**src/rtl/maxpool_2x2_stream.sv**
```systemverilog
// 2x2 stride-2 max-pool with ReLU over a row-major sign-magnitude pixel stream.
// Latency: one cycle from the odd-row/odd-column pixel that closes a window to out_valid.
// Backpressure: none; the producer paces through in_valid and every output pulse must be taken.
module maxpool_2x2_stream #(
  parameter int IMG_W  = 28,
  parameter int IMG_H  = 28,
  parameter int DATA_W = 18
) (
  input  logic              clk,
  input  logic              rst_n,
  input  logic              in_valid,
  input  logic [DATA_W-1:0] in_data,
  output logic              out_valid,
  output logic [DATA_W-1:0] out_data,
  output logic              frame_done
);

  // One line-buffer entry per horizontal pair of the even row.
  localparam int LB_N = IMG_W / 2;
  localparam int CW   = (IMG_W > 2) ? $clog2(IMG_W) : 1;
  localparam int RW   = (IMG_H > 2) ? $clog2(IMG_H) : 1;
  localparam int AW   = (LB_N > 1) ? $clog2(LB_N) : 1;

  localparam logic [CW-1:0] COL_LAST = CW'(IMG_W - 1);
  localparam logic [RW-1:0] ROW_LAST = RW'(IMG_H - 1);

  // Pairwise max followed by ReLU. A set sign bit means negative, including
  // negative zero, so two negatives collapse to all-zero.
  function automatic logic [DATA_W-1:0] max_relu(
    input logic [DATA_W-1:0] a,
    input logic [DATA_W-1:0] b
  );
    logic [DATA_W-1:0] r;
    r = '0;
    if (!a[DATA_W-1] && !b[DATA_W-1]) begin
      r = (a[DATA_W-2:0] >= b[DATA_W-2:0]) ? a : b;
    end else if (!a[DATA_W-1]) begin
      r = a;
    end else if (!b[DATA_W-1]) begin
      r = b;
    end else begin
      r = '0;
    end
    return r;
  endfunction

  logic [CW-1:0]     col_q, col_d;
  logic [RW-1:0]     row_q, row_d;
  logic [DATA_W-1:0] hold_q, hold_d;
  logic [DATA_W-1:0] out_data_q, out_data_d;
  logic              out_valid_q, out_valid_d;
  logic              frame_done_q, frame_done_d;

  // Line buffer: no reset needed, every entry is written in the even row
  // before the odd row of the same frame reads it.
  logic [DATA_W-1:0] lb_q [LB_N];
  logic              lb_we;
  logic [AW-1:0]     lb_addr;
  logic [DATA_W-1:0] lb_wdat;

  logic [DATA_W-1:0] pair_max;
  logic [DATA_W-1:0] win_max;
  logic              col_odd;
  logic              row_odd;
  logic              col_last;
  logic              row_last;

  // Position decode, pooling datapath and counter/next-state update.
  always_comb begin
    col_d        = col_q;
    row_d        = row_q;
    hold_d       = hold_q;
    out_data_d   = out_data_q;
    out_valid_d  = 1'b0;
    frame_done_d = 1'b0;
    lb_we        = 1'b0;

    col_odd  = col_q[0];
    row_odd  = row_q[0];
    col_last = (col_q == COL_LAST);
    row_last = (row_q == ROW_LAST);

    // Read and write share the same address: column pair index.
    lb_addr  = AW'(col_q >> 1);
    pair_max = max_relu(hold_q, in_data);
    win_max  = max_relu(lb_q[lb_addr], pair_max);
    lb_wdat  = pair_max;

    if (in_valid) begin
      if (!col_odd) begin
        // Left pixel of a pair, in either row parity.
        hold_d = in_data;
      end else if (!row_odd) begin
        // Top pair complete: park its max for the row below.
        lb_we = 1'b1;
      end else begin
        // Bottom-right pixel closes the 2x2 window.
        out_data_d   = win_max;
        out_valid_d  = 1'b1;
        frame_done_d = row_last && col_last;
      end

      if (col_last) begin
        col_d = '0;
        row_d = row_last ? '0 : row_q + 1'b1;
      end else begin
        col_d = col_q + 1'b1;
      end
    end
  end

  // Counters, hold register and output registers; all cleared by reset so a
  // partial frame is abandoned cleanly.
  always_ff @(posedge clk or negedge rst_n) begin
    if (!rst_n) begin
      col_q        <= '0;
      row_q        <= '0;
      hold_q       <= '0;
      out_data_q   <= '0;
      out_valid_q  <= 1'b0;
      frame_done_q <= 1'b0;
    end else begin
      col_q        <= col_d;
      row_q        <= row_d;
      hold_q       <= hold_d;
      out_data_q   <= out_data_d;
      out_valid_q  <= out_valid_d;
      frame_done_q <= frame_done_d;
    end
  end

  // Line-buffer write port.
  always_ff @(posedge clk) begin
    if (lb_we) begin
      lb_q[lb_addr] <= lb_wdat;
    end
  end

  assign out_valid  = out_valid_q;
  assign out_data   = out_data_q;
  assign frame_done = frame_done_q;

endmodule

```
**config.mk**
```make
export PLATFORM = sky130hd
export DESIGN_NAME = maxpool_2x2_stream
export DESIGN_NICKNAME = d
export VERILOG_FILES = /design/src/rtl/maxpool_2x2_stream.sv
export SDC_FILE = /design/constraint.sdc
export NUM_CORES = 1
export LEC_CHECK = 0
export ABC_AREA = 1
export CORE_ASPECT_RATIO = 0.6
export CORE_MARGIN = 2
export CORE_UTILIZATION = 57
export CTS_CLUSTER_SIZE = 8
export DETAILED_ROUTE_END_ITERATION = 10
export PLACE_DENSITY = 0.77
export SLEW_MARGIN = 20
export SYNTH_ARGS = -nofsm -noshare
export SYNTH_HDL_FRONTEND = slang
export SYNTH_SLANG_ARGS = --single-unit
```
**constraint.sdc**
```tcl
create_clock -name clk -period 8.49 [get_ports clk]
set_clock_uncertainty 0.1 [all_clocks]
set_input_delay 1.698 -clock clk [delete_from_list [all_inputs] [get_ports clk]]
set_output_delay 1.698 -clock clk [all_outputs]
set_load 0.02 [all_outputs]
```
==> run_results.csv <==
group,metric,value,unit
sta,setup_tns,0,ps
place,gp_routability_congestion,0.855,
sta,period_share,82.3,%
detailed_routing,vias,9936,
sta,setup-violations-final,0,
layout,instances_no_fill,1739,
sta,grt_setup_unrepaired,"false",
worst_setup_path,r2r_end,"out_data[13]",
worst_hold_path,min_from,"out_data[17]",
detailed_routing,wirelength,34.1,mm
floorplanning,start_util,58.2,%
worst_setup_path,r2r_start,"hold_q[16]",
place,placedCellCount,1677,
worst_hold_path,hp-class,"reg -> reg",
yosys,syn_area,13500,um2
clock_network,hold_buffers,0,
yosys,ys_seq_elements,300,
worst_setup_path,rr_worst_depth,20,
floorplanning,die_h,123,um
layout,antennaDiodeCount,0,
layout,layout_common_cells,"518 x nand2_1, 252 x edfxtp_1, 117 x inv_1",
yosys,synth-edff-count,252,
detailed_routing,wl_per_cell,19.6,um
layout,ff_latch_area,8770,um2
layout,final_common_cell,"nand2_1",
worst_setup_path,cpMostUsedCell,"nand2_1",
worst_setup_path,required,8800,ps
yosys,async_flop_share,16.0,%
clock_network,cts_made_buffers,43,
sta,timing.fmax,143,MHz
sta,hold_violations,0,
floorplanning,rows,43,
yosys,seq_area_frac_synth,65.1,%
clock_network,postCtsResizedCells,0,
clock_network,htree_num_levels,2,
place,dp_hpwl,20.3,mm
run,max_cap_viol_count,0,
sta,worst_pin_slew,1010,ps
worst_setup_path,cp-end-kind,"flop",
global_route,grt_overflow,0,
pwr,peakVddDrop,0.225,mV
floorplanning,core_area,23100,um2
worst_setup_path,cp_max_fo,18,
pwr,leakagePower,6.45,nW
clock_network,postCtsSetupRepairBufs,0,
detailed_routing,firstDrtPassIters,6,
layout,fillers,1685,
worst_setup_path,worstSetupPathType,"in -> reg",
worst_hold_path,holdPathEnd,"out_data[17]",
floorplanning,ios,41,
yosys,synth_warnings,0,
run_status,outcome,"finished, final reports clean",
yosys,synth-main-ff-cell,"edfxtp_1",
sta,fin_crit,6980,ps
detailed_routing,viasPerCell,5.71,
worst_setup_path,path_delay_family,"simple AND/OR/NAND/NOR gates",
clock_network,path_clk_slew,50,ps
yosys,synthCells,1331,
yosys,syn_area_per_cell,10.1,um2
worst_setup_path,r2r_slack,2800,ps
global_route,grt_first_pass_wirelength,52.7,mm
detailed_routing,ant_nets,0,
sta,max_slew_margin,32.9,%
layout,area_delta_synth_final,15.4,%
sta,final_max_slew_viol_count,0,
yosys,synth_cell_types,34,
clock_network,cts.sinks,300,
floorplanning,fp.dieW,202,um
global_route,grt_pass1_vias,9174,
pwr,p_per_area,356,nW/um2
floorplanning,dieArea,24900,um2
clock_network,cts.path.max_buffers,3,
layout,nets,1464,
worst_setup_path,critPathBufInv,3,
worst_setup_path,path_cells,"clkdlybuf4s50_1, inv_1, ha_1, a21o_1, nor2_1, nand2_1, nor2_2, nand2_1, nand2_1, nand3_1, nand2_1, inv_1, ha_1, nand2_1, nor2_1, nand2_1, nand3b_1, nand4_1, nand2_4, nand3_1, nand2_1, nand2_1",
layout,multiInputGateArea,4130,um2
global_route,grt_max_degree,56,
worst_setup_path,cp.arrival,7290,ps
clock_network,cts_tree,"done",
layout,layout-drive-gt1-share,7.37,%
global_route,grt_use_total,28.2,%
place,io_buffers,40,
worst_setup_path,cp-start-kind,"primary input",
detailed_routing,drc,0,
worst_setup_path,cpPeakStageDelay,690,ps
worst_hold_path,whs_path_depth,2,
clock_network,insertion_delay,540,ps
global_route,antenna_found_initial,0,
clock_network,cts_root_buf,"clkbuf_16",
detailed_routing,drtIter0Drc,1307,
worst_setup_path,crit_slowest_cell,"nand4_1",
registers in the layout (all words and copies together) (netlist names):
name        count
out_data       18
col_q           5
hold_q         18
row_q           5
frame_done      1
lb_q          252
out_valid       1
through the flow:
| stage | worst slack, ps | total power, mW | area (um2) | hold WS (ps) | util (%) |
|---|---|---|---|---|---|
| 3_3_place_gp | 1310 | 3.88 | 14300 | 351 | 61.9 |
| 2_1_floorplan | 3420 | 3.28 | 13500 | 368 | - |
| 4_1_cts | 1720 | 5.50 | 15500 | 372 | 67.1 |
| 5_1_grt | 1070 | 5.84 | 15500 | 405 | 67.2 |
| 6_report | 1510 | 5.54 | 15500 | 374 | 67.2 |
| 3_5_place_dp | 1190 | 3.93 | 14300 | 360 | 61.9 |
worst register-to-register path, stage by stage, from the launching register on:
cell and delay (ps):
dfrtp_1 410, ha_1 300, a21o_1 180, nor2_1 150, nand2_1 90, nor2_2 610, nand2_1 640, nand2_1 200
nand3_1 110, nand2_1 430, inv_1 110, ha_1 370, nand2_1 130, nor2_1 70, nand2_1 100, nand3b_1 130
nand4_1 690, nand2_4 530, nand3_1 120, nand2_1 80, nand2_1 50
synth_stat cells, types with 8 or more instances:
library cell	count	area share (%)
a21oi_1	10	0.37
buf_2	17	0.63
clkbuf_1	24	0.67
dfrtp_1	48	8.9
edfxtp_1	252	56
ha_1	36	3.3
inv_1	117	3.3
nand2_1	519	14
nand3_1	72	2.7
nand4_1	56	2.6
nor2_1	74	2.1
o211ai_1	8	0.45
o21ai_0	36	1.3
o22ai_1	16	0.74
or2_2	8	0.37
worst max path at each step:
stage               depth (start not counted)        start           end
floorplan                                  23  in_data[16]  out_data[10]
global placement                           23  in_data[16]   out_data[9]
detailed placement                         23  in_data[16]   out_data[7]
CTS                                        23  in_data[16]   out_data[8]
global route                               23  in_data[16]  out_data[13]
finish                                     22  in_data[16]  out_data[13]
logic make-up after synthesis:
family,Yosys count,share of synthesized area [%]
and+or+nand+nor,749,23.2
DFF,300,65.1
buffers and inverters,168,4.93
AOI/OAI and AO/OA,76,3.24
adders and majority gates,36,3.35
xor gates and xnor gates,1,0.0651
other,1,0.0279
cell type report:
cell class              instances  share of cell area, %
clock inverters                 3                  0.354
flip-flops and latches        300                   56.4
inverters                     123                   2.98
multi-input cells             876                   26.6
clock buffers                  59                   7.45
repair buffers                 63                   3.66
well taps                     315                   2.54
layer usage:
layer / global-route usage [%] / up-vias / part of all wire, %
li1: - / 4595 / -
met1: 43.3 / 4722 / 43
met2: 41.0 / 548 / 43
met3: 6.27 / 71 / 12
met4: 7.07 / 0 / 2.2
met5: 0 / - / 0
report_power, final:
group | switching (mW) | total, mW | internal, mW
registers | 0.0854 | 1.89 | 1.81
logic | 1.46 | 2.08 | 0.622
clock network | 0.596 | 1.56 | 0.964
(Power assumes the default switching activity.)
